File: config.mk
export PLATFORM = sky130hd
export DESIGN_NAME = master_arbiter
export DESIGN_NICKNAME = d
export VERILOG_FILES = /design/src/rtl/arb_pkg.sv /design/src/rtl/master_arbiter.sv
export SDC_FILE = /design/constraint.sdc
export NUM_CORES = 1
export LEC_CHECK = 0
export ABC_AREA = 1
export CAP_MARGIN = 15
export CORE_MARGIN = 10
export CORE_UTILIZATION = 30
export DETAILED_ROUTE_END_ITERATION = 16
export PLACE_DENSITY = 0.65
export RECOVER_POWER = 100
export SLEW_MARGIN = 30
export SYNTH_ARGS = -nofsm -noshare
export SYNTH_HDL_FRONTEND = slang
export SYNTH_SLANG_ARGS = --single-unit
export TNS_END_PERCENT = 100
File: constraint.sdc
create_clock -name clk -period 1.8 [get_ports clk]
set_clock_uncertainty 0.2 [all_clocks]
set_input_delay 0.36 -clock clk [delete_from_list [all_inputs] [get_ports clk]]
set_output_delay 0.36 -clock clk [all_outputs]
set_load 0.01 [all_outputs]
File: src/rtl/arb_pkg.sv
// Shared types for the two-master serial bus arbiter.
package arb_pkg;

    // Arbiter FSM states
    typedef enum logic [1:0] {
        IDLE    = 2'd0,
        GRANT1  = 2'd1,
        GRANT2  = 2'd2,
        RELEASE = 2'd3
    } state_t;

    // Master identifiers (encoding matches timeout_id)
    typedef enum logic {
        M1 = 1'b0,
        M2 = 1'b1
    } mid_t;

endpackage

File: src/rtl/master_arbiter.sv
// Two-master round-robin arbiter for the serial bus in front of the address
// decoder. Grants are registered (decoded from the state register). A master
// that holds the bus for HOLD_LIMIT cycles is forced off and stays ineligible
// until it drops its request.
module master_arbiter
    import arb_pkg::*;
#(
    parameter int HOLD_LIMIT = 64
) (
    input  logic clk,
    input  logic rstn,
    input  logic m1_req,
    input  logic m2_req,
    output logic m1_grant,
    output logic m2_grant,
    input  logic m1_mode,
    input  logic m1_wr_bus,
    input  logic m1_master_valid,
    input  logic m1_master_ready,
    input  logic m2_mode,
    input  logic m2_wr_bus,
    input  logic m2_master_valid,
    input  logic m2_master_ready,
    output logic m1_rd_bus,
    output logic m1_ack,
    output logic m1_slave_ready,
    output logic m1_slave_valid,
    output logic m2_rd_bus,
    output logic m2_ack,
    output logic m2_slave_ready,
    output logic m2_slave_valid,
    output logic d_mode,
    output logic d_wr_bus,
    output logic d_master_valid,
    output logic d_master_ready,
    input  logic d_rd_bus,
    input  logic d_ack,
    input  logic d_slave_ready,
    input  logic d_slave_valid,
    output logic timeout,
    output logic timeout_id
);

    localparam int CW = $clog2(HOLD_LIMIT + 1);

    state_t        state, state_nxt;
    mid_t          last_id;
    logic [CW-1:0] hold_cnt;
    logic          block_1, block_2;
    logic          elig_1, elig_2;
    logic          expire;
    logic          force_1, force_2;

    // A master just forced off may not re-enter until it drops its request
    assign elig_1  = m1_req & ~block_1;
    assign elig_2  = m2_req & ~block_2;
    // Last allowed cycle of a grant; request dropping here is a normal release
    assign expire  = (hold_cnt == CW'(HOLD_LIMIT - 1));
    assign force_1 = (state == GRANT1) & m1_req & expire;
    assign force_2 = (state == GRANT2) & m2_req & expire;

    // State register
    always_ff @(posedge clk or negedge rstn) begin
        if (!rstn) state <= IDLE;
        else       state <= state_nxt;
    end

    // Next-state: round-robin on ties, release on drop or hold expiry
    always_comb begin
        state_nxt = state;
        case (state)
            IDLE: begin
                if (elig_1 && elig_2) state_nxt = (last_id == M1) ? GRANT2 : GRANT1;
                else if (elig_1)      state_nxt = GRANT1;
                else if (elig_2)      state_nxt = GRANT2;
            end
            GRANT1:  if (!m1_req || expire) state_nxt = RELEASE;
            GRANT2:  if (!m2_req || expire) state_nxt = RELEASE;
            RELEASE: state_nxt = IDLE;
            default: state_nxt = IDLE;
        endcase
    end

    // Bookkeeping: last owner, hold counter, lockout flags, timeout pulse
    always_ff @(posedge clk or negedge rstn) begin
        if (!rstn) begin
            last_id    <= M2;
            hold_cnt   <= '0;
            block_1    <= 1'b0;
            block_2    <= 1'b0;
            timeout    <= 1'b0;
            timeout_id <= 1'b0;
        end else begin
            if (state == GRANT1 && state_nxt == RELEASE) last_id <= M1;
            if (state == GRANT2 && state_nxt == RELEASE) last_id <= M2;

            // Zero outside a grant so every grant starts from 0
            if (state == GRANT1 || state == GRANT2) begin
                if (hold_cnt != CW'(HOLD_LIMIT)) hold_cnt <= hold_cnt + CW'(1);
            end else begin
                hold_cnt <= '0;
            end

            if (force_1)     block_1 <= 1'b1;
            else if (!m1_req) block_1 <= 1'b0;
            if (force_2)     block_2 <= 1'b1;
            else if (!m2_req) block_2 <= 1'b0;

            timeout <= force_1 | force_2;
            if (force_1 | force_2) timeout_id <= force_2;
        end
    end

    // Output decode: grants and bus mux, everything quiet outside a grant
    always_comb begin
        m1_grant       = 1'b0;
        m2_grant       = 1'b0;
        d_mode         = 1'b0;
        d_wr_bus       = 1'b0;
        d_master_valid = 1'b0;
        d_master_ready = 1'b0;
        m1_rd_bus      = 1'b0;
        m1_ack         = 1'b0;
        m1_slave_ready = 1'b0;
        m1_slave_valid = 1'b0;
        m2_rd_bus      = 1'b0;
        m2_ack         = 1'b0;
        m2_slave_ready = 1'b0;
        m2_slave_valid = 1'b0;
        case (state)
            GRANT1: begin
                m1_grant       = 1'b1;
                d_mode         = m1_mode;
                d_wr_bus       = m1_wr_bus;
                d_master_valid = m1_master_valid;
                d_master_ready = m1_master_ready;
                m1_rd_bus      = d_rd_bus;
                m1_ack         = d_ack;
                m1_slave_ready = d_slave_ready;
                m1_slave_valid = d_slave_valid;
            end
            GRANT2: begin
                m2_grant       = 1'b1;
                d_mode         = m2_mode;
                d_wr_bus       = m2_wr_bus;
                d_master_valid = m2_master_valid;
                d_master_ready = m2_master_ready;
                m2_rd_bus      = d_rd_bus;
                m2_ack         = d_ack;
                m2_slave_ready = d_slave_ready;
                m2_slave_valid = d_slave_valid;
            end
            default: ;
        endcase
    end

endmodule

==> results by group, run 1 <==
Clock tree
  – Maximum count of clock buffers along a single path: 2
  – Cts bufs inserted: 3
  – Number of buffers inserted for hold repair after clock tree synthesis: 0
  – H-tree depth: 1
  – Number of sinks handled by clock tree synthesis: 14
  – Worst-path clk slew: 0.09 ns
  – Clock network latency to the later pin of the worst-skew pair: 0.28 ns
  – CTS tree: built
  – Clock root buffer: sky130_fd_sc_hd__clkbuf_4

Cells and area
  – Fillcell total: 281
  – Fraction of final layout cells with drive strength greater than 1: between 40 and 50%
  – Total number of nets in the final design: 207
  – Area growth syn-to-layout: 65.3%
  – Most used cells in the layout excluding fill and tap cells: sky130_fd_sc_hd__nand2_1, sky130_fd_sc_hd__clkdlybuf4s50_1, sky130_fd_sc_hd__inv_1, sky130_fd_sc_hd__buf_6
  – Most common cell after layout, fill and taps aside: sky130_fd_sc_hd__nand2_1
  – Antenna diode count: 0
  – Post-Route Utilization: between 50% and 60%
  – Post-route cell area: 1560 um^2

Timing
  – Endpoints failing setup: 14
  – Final count of pins violating max slew: 0
  – Setup slack of the critical path after layout: -0.114 ns
  – Clock period minus worst slack: 1.91 ns
  – Slew of the pin with the lowest slew margin: 0.764 ns
  – Peak Freq: 522 MHz
  – Number of hold violations in the final report: 0
  – Setup repair after global routing missed its margin: true
  – Relative max-transition margin: 49.1%
  – Share of the cycle needed by the critical path after routing: 106%

Floorplanning
  – Horizontal die dimension: 76.1 um
  – Standard-cell rows: 20
  – I/O pin count: 32
  – Die H: 76.1 um
  – Die area: 5790 um^2
  – Starting density of the core: 31.2%
  – Core ar.: 3030 um^2

Hold path
  – Beginning of the worst hold path: last_id$_DFFE_PN1P_
  – Class of the tightest hold or removal check: reg2reg

Worst setup path
  – Cell count along the critical path: 5
  – Endpoint type of the worst setup path: output pin
  – Data arrival, critical path: 1.35 ns
  – CP max-delay cell: sky130_fd_sc_hd__dfrtp_1
  – Number of buffers and inverters on the critical path: 3
  – Launching element of the worst setup path: state[1]$_DFF_PN0_
  – Worst path cell trace: inv_2, ha_4, inv_4, a21oi_2, buf_2
  – Delay contributed by the slowest stage of the critical path: approximately 0.4 ns
  – FF-to-FF End: last_id$_DFFE_PN1P_
  – Crit path to: d_wr_bus
  – Kind of start point of the critical path: flip-flop
  – Cell family with the largest share of critical-path delay: flip-flops
  – Setup Crit Path Kind: reg2out
  – Worst-case reg-to-reg path depth: 12
  – Origin of the critical flop-to-flop path: state[1]$_DFF_PN0_
  – Highest fanout seen on the critical path: 5
  – Setup slack on the worst flop-to-flop path: around 0.15 ns
  – Required time worst endpoint: 1.24 ns

Flow run
  – Number of max-cap violations: 0

Global route
  – Number of global-route vias before repair: 1035
  – Largest net degree at the start of global routing: 15
  – Initial antenna violation count: 0
  – Overall fraction of global-route tracks in use: under 10%
  – Global-route congestion overflow total: 0
  – Wire length of the first global-routing pass: ~4500 um

Place
  – I/O Buffers: 31
  – Post-detail-place hpwl: 2070 um
  – Placer Congestion: 0.759
  – Placed standard-cell area: between 1000 and 1500 um^2

Synthesis
  – Ys Warns: 0
  – Mean Syn Cell Area: a little over 7 um^2
  – Post-synthesis sequential area ratio: 37.3%
  – Synthesized instance count: ~130
  – Post-synthesis sequential element count: 14
  – Synth Cell Area: 943 um^2
  – Number of library cell types mapped by synthesis: 20
  – Nets in the synthesized netlist: 155

Pwr
  – Power density over the cells: roughly 1400 nW/um^2
  – Leakage power summed over all cells: roughly 0.85 nW
  – Max VDD drop: 0.000535 V

Outcome
  – Violated checks: negative setup slack
  – Run status: finished with violations

Routing
  – Detail Route Antenna Nets: 0
  – Total number of vias: 991
  – Number of search-and-repair iterations in the first detailed-routing pass: 4
  – Per-cell via count in the routed design: ~4.3
  – Remaining routing DRC violations: 0
  – Post-DR wirelength/cell: 11.8 um
  – Wirelength, routed: 2690 um
  – Iteration-0 DRC count of the detailed router: 22
Yosys cell counts (all sizes together):
| cell | instances | area, um^2 |
|---|---|---|
| a31oi | 1 | 6.26 |
| a21oi | 10 | 50.1 |
| inv | 26 | 97.6 |
| nand3 | 6 | 40.0 |
| nor2 | 11 | 65.1 |
| ha | 6 | 75.1 |
| clkinv | 2 | 10.0 |
| clkbuf | 1 | 13.8 |
| dfstp | 1 | 26.3 |
| o21ai | 4 | 20.0 |
| buf | 1 | 5.00 |
| dfrtp | 13 | 325 |
| nand2 | 48 | 190 |
| nand4 | 3 | 18.8 |
where the power goes:
| group | leakage (nW) | internal [mW] | switching [mW] | total (mW) |
|---|---|---|---|---|
| combinational | 0.648 | 0.812 | 0.814 | 1.63 |
| sequential | 0.185 | 0.391 | 0.0512 | 0.442 |
| clock | 0.0150 | 0.0859 | 0.103 | 0.189 |
| total | 0.849 | 1.29 | 0.969 | 2.26 |
how the worst min path moves through the flow:
stage                                          to  slack, ns  depth (start not counted)
after floorplan               block_1$_DFFE_PN0P_      -0.14                          0
after global placement     timeout_id$_DFFE_PN0P_       0.26                          2
after detailed placement      last_id$_DFFE_PN1P_       0.26                          2
after CTS                 hold_cnt[3]$_DFFE_PN0P_       0.17                          2
after global routing          last_id$_DFFE_PN1P_       0.31                          2
final                         last_id$_DFFE_PN1P_       0.27                          2
routing by layer:
metal	routed length, um	global-route usage, %	vias to the layer above
met5	0	0	-
met4	34	4.46	0
met3	99	1.30	2
met2	1240	14.6	36
met1	1320	11.9	441
li1	-	-	512
state kept, by name, indices dropped and copies added (netlist names):
name / count
block_2: 1
timeout: 1
hold_cnt: 7
last_id: 1
block_1: 1
timeout_id: 1
state: 2
tightest hold or removal path: stages, from the launching register on:
cell and delay (ns):
sky130_fd_sc_hd__dfstp_2 0.38, sky130_fd_sc_hd__nand2_1 0.05, sky130_fd_sc_hd__nand2_1 0.05
through the flow:
step           setup TNS (ns)  power (mW)  hold WS [ns]  worst slack [ns]  instances
2_1_floorplan               0        1.11        -0.136           0.00563        133
3_3_place_gp            -3.99        1.64         0.257            -0.327        217
3_5_place_dp            -4.33        1.69         0.259            -0.358        217
4_1_cts                 -1.36        2.08         0.171            -0.124        224
5_1_grt                 -1.95        2.45         0.314            -0.180        228
6_report                -1.18        2.26         0.269            -0.114        228
layout make-up:
cell class,instances,area (um^2),share of cell area [%]
Clock buffer,4,26.3,1.69
Tap cell,44,55.1,3.53
Sequential cell,14,352,22.6
Multi-Input combinational cell,89,564,36.2
Timing Repair Buffer,49,452,29.0
Inverter,28,110,7.06
timing repair:
item,in CTS,in global routing
gates resized for setup,83,23
setup buffers,3,5
endpoints found under the hold margin,0,0
setup endpoints to repair,14,16
pin swaps,2,8
cell families after synthesis:
group                    Yosys count  share of synthesized area [%]
AO/OA/AOI/OAI                     15                           8.09
adder cells (fa/ha/maj)            6                           7.96
buffers and inverters             30                           13.4
flip-flops                        14                           37.3
AND/OR/NAND/NOR                   68                           33.3
(Power assumes the default switching activity.)
==> run 2: changes to the inputs <==
--- a/config.mk
+++ b/config.mk
@@ -7,11 +7,13 @@
 export LEC_CHECK = 0
 export ABC_AREA = 1
 export CAP_MARGIN = 15
+export CORE_ASPECT_RATIO = 1.25
 export CORE_MARGIN = 10
 export CORE_UTILIZATION = 30
 export DETAILED_ROUTE_END_ITERATION = 16
 export PLACE_DENSITY = 0.65
 export RECOVER_POWER = 100
+export REMOVE_ABC_BUFFERS = 1
 export SLEW_MARGIN = 30
 export SYNTH_ARGS = -nofsm -noshare
 export SYNTH_HDL_FRONTEND = slang
==> results by group, run 2 (synthesis gave the netlist of run 1 again) <==
Timing
  – Clock period minus worst slack: 1.94 ns (+0.0236 ns)
  – Endpoints failing setup: 14 (unchanged)
  – Share of the cycle needed by the critical path after routing: 108% (+1.3 points)
  – Relative max-transition margin: 49.2% (+0.16 points)
  – Slew of the pin with the lowest slew margin: 0.762 ns (-0.00246 ns)
  – Sum of negative setup slack: -1.27 ns (-0.0876 ns)
  – Setup slack of the critical path after layout: -0.138 ns (-0.0236 ns)
  – Setup repair after global routing missed its margin: true
  – Number of hold violations in the final report: 0 (unchanged)
  – Final count of pins violating max slew: 0 (unchanged)
  – Peak Freq: 516 MHz (-1.2%)

Cells and area
  – Post-route cell area: 1560 um^2 (+0.32%)
  – Area growth syn-to-layout: 65.8%
  – Number of flip-flops in the largest register: 7 (unchanged)
  – Most used cells in the layout excluding fill and tap cells: sky130_fd_sc_hd__nand2_1, sky130_fd_sc_hd__inv_1, sky130_fd_sc_hd__clkdlybuf4s50_1, sky130_fd_sc_hd__buf_4, sky130_fd_sc_hd__dfrtp_1
  – Registers with the most flip-flops: hold_cnt (7), state (2)
  – Fillcell total: 264 (-6.0%)
  – Largest register by flop count: hold_cnt
  – FF+latch area: 352 um^2 (unchanged)
  – Most common cell after layout, fill and taps aside: sky130_fd_sc_hd__nand2_1
  – Area used by multi-input combinational logic: 579 um^2 (+2.7%)
  – Cell Count, Final, Fillers Out: 221 (-3.1%)
  – Fraction of final layout cells with drive strength greater than 1: 38.9% (-1.3 points)
  – Antenna diode count: 0 (unchanged)
  – Total number of nets in the final design: 208 (+0.48%)

Worst setup path
  – Data arrival, critical path: 1.38 ns (+0.03 ns)
  – Launching element of the worst setup path: state[1]$_DFF_PN0_
  – Worst path cell trace: inv_2, ha_4, buf_6, nand2_4, a21oi_2, buf_2
  – FF-to-FF End: last_id$_DFFE_PN1P_
  – CP max-delay cell: sky130_fd_sc_hd__dfrtp_1
  – Kind of start point of the critical path: flip-flop
  – Number of buffers and inverters on the critical path: 3 (unchanged)
  – Setup Crit Path Kind: reg2out
  – Highest fanout seen on the critical path: 5 (unchanged)
  – Required time worst endpoint: 1.24 ns (about the same)
  – Setup slack on the worst flop-to-flop path: 0.15 ns (about the same)
  – Delay contributed by the slowest stage of the critical path: 0.40 ns (about the same)
  – Origin of the critical flop-to-flop path: state[0]$_DFF_PN0_
  – Worst-case reg-to-reg path depth: 12 (unchanged)
  – Cell family with the largest share of critical-path delay: flip-flops
  – Endpoint type of the worst setup path: output pin

Clock tree
  – Maximum count of clock buffers along a single path: 2 (unchanged)
  – H-tree depth: 1 (unchanged)
  – Clock network latency to the later pin of the worst-skew pair: 0.27 ns (about the same)
  – Worst-path clk slew: 0.08 ns (about the same)
  – Number of sinks handled by clock tree synthesis: 14 (unchanged)
  – Cts bufs inserted: 3 (unchanged)
  – Clock root buffer: sky130_fd_sc_hd__clkbuf_4
  – Number of buffers inserted for hold repair after clock tree synthesis: 0 (unchanged)
  – CTS tree: built

Global route
  – Number of global-route vias before repair: 958 (-7.4%)
  – Global-route congestion overflow total: 0 (unchanged)
  – Overall fraction of global-route tracks in use: 8.59% (-0.64 points)
  – Wire length of the first global-routing pass: 4260 um (-6.4%)
  – Largest net degree at the start of global routing: 15 (unchanged)
  – Initial antenna violation count: 0 (unchanged)

Place
  – Post-detail-place hpwl: 2040 um (-1.2%)
  – Cell count after placement: 209 (-3.7%)
  – Placer Congestion: 0.791 (+4.3%)
  – Worst setup slack before clock tree synthesis: -0.358 ns (+0.000509 ns)
  – I/O Buffers: 31 (unchanged)
  – Placed standard-cell area: 1380 um^2 (+0.18%)

Hold path
  – Class of the tightest hold or removal check: reg2reg
  – Hold depth: 2 (unchanged)
  – Beginning of the worst hold path: last_id$_DFFE_PN1P_
  – Endpoint with the worst hold slack: last_id$_DFFE_PN1P_

Floorplanning
  – Die H: 82.7 um (+8.7%)
  – Starting density of the core: 31.7% (+0.58 points)
  – Standard-cell rows: 22 (+10%)
  – Core ar.: 2970 um^2 (-1.8%)
  – I/O pin count: 32 (unchanged)
  – Horizontal die dimension: 70.2 um (-7.8%)
  – Die area: 5800 um^2 (+0.24%)

Routing
  – Per-cell via count in the routed design: 4.42 (+1.6%)
  – Detail Route Antenna Nets: 0 (unchanged)
  – Remaining routing DRC violations: 0 (unchanged)
  – Number of search-and-repair iterations in the first detailed-routing pass: 3 (-1)
  – Wirelength, routed: 2530 um (-6.0%)
  – Post-DR wirelength/cell: 11.4 um (-3.0%)
  – Total number of vias: 976 (-1.5%)
  – Iteration-0 DRC count of the detailed router: 41 (+86%)

Outcome
  – Run status: finished with violations
  – Violated checks: negative setup slack

Pwr
  – Max VDD drop: 0.000776 V (+45%)
  – Leakage power summed over all cells: 0.855 nW (+0.77%)
  – Power density over the cells: 1480 nW/um^2 (+2.3%)

Flow run
  – Number of max-cap violations: 0 (unchanged)
[run 2: cell count changes in the layout (fill, tap and decap cells not counted), sizes merged]
cell,before,now
buf,31,32
clkdlybuf4s50,15,16
clkinv,2,1
dlymetal6s2s,1,0
inv,26,27
[run 2: worst min-delay path, cell delays in order, from the launching register on]
cell and delay, ns:
sky130_fd_sc_hd__dfstp_2 0.37, sky130_fd_sc_hd__nand2_1 0.05, sky130_fd_sc_hd__nand2_1 0.05
[run 2: cell type report]
type,count,area share (%)
Multi-Input combinational cell,89,37.0
Timing Repair Buffer,50,28.2
Sequential cell,14,22.5
Inverter,28,7.12
Tap cell,36,2.88
Clock buffer,4,2.32
[run 2: worst max path at each step]
| stage | endpoint | slack, ns | depth (start not counted) |
|---|---|---|---|
| after floorplan | d_master_ready | 0.03 | 4 |
| after global placement | d_master_ready | -0.34 | 4 |
| after detailed placement | d_wr_bus | -0.36 | 4 |
| after CTS | d_wr_bus | -0.15 | 5 |
| after global routing | d_wr_bus | -0.20 | 6 |
| final | d_wr_bus | -0.14 | 6 |
[run 2: timing repair]
action	CTS	global route
setup endpoints to repair	14	15
buffers inserted	5	5
pin swaps	1	10
resized for setup	81	18
[run 2: metal layers]
metal | GRT usage, % | routed length, um
met5 | 0 | 0
met4 | 0 | 0
met3 | 3.10 | 143
met2 | 17.2 | 1320
met1 | 8.95 | 1060
[run 2: stage by stage]
stage | hold slack (ns) | util [%] | power [mW]
after floorplan | -0.136 | - | 1.08
final | 0.268 | 52.6 | 2.32
after global placement | 0.254 | 46.3 | 1.69
after detailed placement | 0.258 | 46.3 | 1.73
after CTS | 0.190 | 49.5 | 2.10
after global routing | 0.310 | 52.6 | 2.53
[run 2: report_power, final]
group          switching, mW  internal (mW)
Combinational          0.829          0.826
Sequential            0.0535          0.391
Clock                 0.0952          0.123
==> run 3: changes to the inputs <==
--- a/config.mk
+++ b/config.mk
@@ -7,7 +7,6 @@
 export LEC_CHECK = 0
 export ABC_AREA = 1
 export CAP_MARGIN = 15
-export CORE_ASPECT_RATIO = 1.25
 export CORE_MARGIN = 10
 export CORE_UTILIZATION = 30
 export DETAILED_ROUTE_END_ITERATION = 16
==> results by group, run 3 (synthesis gave the netlist of run 1 again) <==
Clock tree
  – Worst-path clk slew: 0.08 ns (about the same)
  – Maximum count of clock buffers along a single path: 2 (unchanged)
  – Cts bufs inserted: 3 (unchanged)
  – Clock root buffer: sky130_fd_sc_hd__clkbuf_4
  – H-tree depth: 1 (unchanged)
  – Number of sinks handled by clock tree synthesis: 14 (unchanged)
  – CTS tree: built
  – Clock network latency to the later pin of the worst-skew pair: 0.29 ns (+0.02 ns)

Routing
  – Total number of vias: 1015 (+4.0%)
  – Post-DR wirelength/cell: 11.1 um (-2.8%)
  – Per-cell via count in the routed design: 4.39 (-0.51%)
  – Iteration-0 DRC count of the detailed router: 19 (-54%)
  – Number of search-and-repair iterations in the first detailed-routing pass: 4 (+1)
  – Wirelength, routed: 2570 um (+1.6%)
  – Remaining routing DRC violations: 0 (unchanged)
  – Detail Route Antenna Nets: 0 (unchanged)

Global route
  – Overall fraction of global-route tracks in use: 9.35% (+0.76 points)
  – Largest net degree at the start of global routing: 9 (-6)
  – Initial antenna violation count: 0 (unchanged)
  – Number of global-route vias before repair: 1040 (+8.6%)
  – Global-route congestion overflow total: 0 (unchanged)
  – Wire length of the first global-routing pass: 4640 um (+8.9%)

Worst setup path
  – Cell family with the largest share of critical-path delay: flip-flops
  – Origin of the critical flop-to-flop path: state[0]$_DFF_PN0_
  – Most repeated library cell on the critical path: sky130_fd_sc_hd__buf_6
  – Worst-case reg-to-reg path depth: 13 (+1)
  – Endpoint type of the worst setup path: output pin
  – Crit path to: m1_rd_bus
  – Data arrival, critical path: 1.33 ns (-0.05 ns)
  – Setup slack on the worst flop-to-flop path: 0.04 ns (-0.11 ns)
  – CP max-delay cell: sky130_fd_sc_hd__dfrtp_1
  – Kind of start point of the critical path: flip-flop
  – Delay contributed by the slowest stage of the critical path: 0.41 ns (about the same)
  – Launching element of the worst setup path: state[0]$_DFF_PN0_
  – FF-to-FF End: last_id$_DFFE_PN1P_
  – Cell count along the critical path: 6 (unchanged)
  – Number of buffers and inverters on the critical path: 4 (+1)
  – Setup Crit Path Kind: reg2out
  – Worst path cell trace: buf_6, ha_4, buf_6, nand2_2, inv_2, buf_6
  – Highest fanout seen on the critical path: 6 (+1)
  – Required time worst endpoint: 1.24 ns (about the same)

Timing
  – Share of the cycle needed by the critical path after routing: 105% (-2.6 points)
  – Peak Freq: 529 MHz (+2.5%)
  – Slew of the pin with the lowest slew margin: 0.399 ns (-0.363 ns)
  – Number of hold violations in the final report: 0 (unchanged)
  – Clock period minus worst slack: 1.89 ns (-0.0464 ns)
  – Final count of pins violating max slew: 0 (unchanged)
  – Sum of negative setup slack: -1.06 ns (+0.204 ns)
  – Relative max-transition margin: 73.4% (+24 points)
  – Setup slack of the critical path after layout: -0.0915 ns (+0.0464 ns)
  – Endpoints failing setup: 14 (unchanged)
  – Setup repair after global routing missed its margin: true

Floorplanning
  – Core ar.: 3030 um^2 (+1.9%)
  – Horizontal die dimension: 76.1 um (+8.4%)
  – Standard-cell rows: 20 (-9.1%)
  – I/O pin count: 32 (unchanged)
  – Die area: 5790 um^2 (-0.24%)
  – Starting density of the core: 31.2% (-0.58 points)
  – Die H: 76.1 um (-8.0%)

Cells and area
  – FF+latch area: 352 um^2 (unchanged)
  – Largest register by flop count: hold_cnt
  – Registers with the most flip-flops: hold_cnt (7), state (2)
  – Area used by multi-input combinational logic: 548 um^2 (-5.4%)
  – Most common cell after layout, fill and taps aside: sky130_fd_sc_hd__nand2_1
  – Number of flip-flops in the largest register: 7 (unchanged)
  – Most used cells in the layout excluding fill and tap cells: sky130_fd_sc_hd__nand2_1, sky130_fd_sc_hd__buf_4, sky130_fd_sc_hd__clkdlybuf4s50_1, sky130_fd_sc_hd__inv_1
  – Area growth syn-to-layout: 64.5%
  – Total number of nets in the final design: 210 (+0.96%)
  – Fillcell total: 306 (+16%)
  – Cell Count, Final, Fillers Out: 231 (+4.5%)
  – Fraction of final layout cells with drive strength greater than 1: 40.6% (+1.7 points)
  – Antenna diode count: 0 (unchanged)
  – Post-route cell area: 1550 um^2 (-0.80%)
  – Post-Route Utilization: 51.2% (-1.4 points)

Outcome
  – Run status: finished with violations
  – Violated checks: negative setup slack

Flow run
  – Number of max-cap violations: 0 (unchanged)

Hold path
  – Class of the tightest hold or removal check: reg2reg
  – Beginning of the worst hold path: last_id$_DFFE_PN1P_

Place
  – I/O Buffers: 31 (unchanged)
  – Cell count after placement: 218 (+4.3%)
  – Placed standard-cell area: 1380 um^2 (+0.36%)
  – Post-detail-place hpwl: 2060 um (+0.73%)
  – Placer Congestion: 0.715 (-9.6%)

Pwr
  – Power density over the cells: 1450 nW/um^2 (-2.4%)
  – Max VDD drop: 0.000457 V (-41%)
  – Leakage power summed over all cells: 0.837 nW (-2.1%)
run 3: cell count changes in the layout (fill, tap and decap cells not counted), sizes merged:
cell           delta
buf               +1
clkbuf            +1
clkdlybuf4s50     -1
clkinv            +1
dlymetal6s2s      +1
inv               -1
run 3: worst min path at each step:
| stage | to | cells past startpoint | slack, ns |
|---|---|---|---|
| 2_1_floorplan | block_1$_DFFE_PN0P_ | 0 | -0.14 |
| 3_3_place_gp | last_id$_DFFE_PN1P_ | 2 | 0.26 |
| 3_5_place_dp | last_id$_DFFE_PN1P_ | 2 | 0.26 |
| 4_1_cts | hold_cnt[5]$_DFFE_PN0P_ | 2 | 0.17 |
| 5_1_grt | last_id$_DFFE_PN1P_ | 2 | 0.31 |
| 6_report | last_id$_DFFE_PN1P_ | 2 | 0.27 |
run 3: cell type report:
class | instances | share of cell area (%)
Sequential cell | 14 | 22.7
Tap cell | 44 | 3.55
Inverter | 28 | 7.10
Timing Repair Buffer | 52 | 29.7
Clock buffer | 4 | 1.69
Multi-Input combinational cell | 89 | 35.3
run 3: where the power goes:
| part | internal [mW] | switching [mW] | total [mW] |
|---|---|---|---|
| combinational | 0.825 | 0.775 | 1.60 |
| clock | 0.0862 | 0.107 | 0.193 |
| sequential | 0.391 | 0.0580 | 0.449 |
| total | 1.30 | 0.940 | 2.24 |
run 3: metrics by stage:
| stage | setup slack (ns) | total power [mW] | hold slack [ns] |
|---|---|---|---|
| 2_1_floorplan | 0.0319 | 1.08 | -0.136 |
| 3_5_place_dp | -0.357 | 1.69 | 0.264 |
| 6_report | -0.0915 | 2.24 | 0.269 |
| 3_3_place_gp | -0.328 | 1.65 | 0.257 |
| 5_1_grt | -0.171 | 2.46 | 0.310 |
| 4_1_cts | -0.102 | 2.13 | 0.171 |
run 3: per-layer routing:
layer | part of all wire (%) | global-route usage [%]
met1 | 51 | 12.0
met5 | 0 | 0
met3 | 4.0 | 1.06
met4 | 2.0 | 5.02
met2 | 43 | 14.8
run 3: what timing repair did:
action | in CTS | in global routing
setup endpoints to repair | 14 | 16
pin swaps | 2 | 5
resized for setup | 84 | 18
hold buffers | 0 | 0
buffers inserted | 6 | 3
run 3: worst reg2reg max path: stages, from the launching register on:
cell	delay, ns
sky130_fd_sc_hd__dfrtp_1	0.39
sky130_fd_sc_hd__inv_2	0.08
sky130_fd_sc_hd__buf_4	0.13
sky130_fd_sc_hd__buf_4	0.12
sky130_fd_sc_hd__ha_1	0.18
sky130_fd_sc_hd__inv_1	0.06
sky130_fd_sc_hd__nand2_1	0.06
sky130_fd_sc_hd__a21oi_1	0.11
sky130_fd_sc_hd__nand2_1	0.06
sky130_fd_sc_hd__nand2_1	0.07
sky130_fd_sc_hd__clkinv_2	0.07
sky130_fd_sc_hd__nand4_1	0.07
sky130_fd_sc_hd__nand2_1	0.05
sky130_fd_sc_hd__nand2_1	0.06
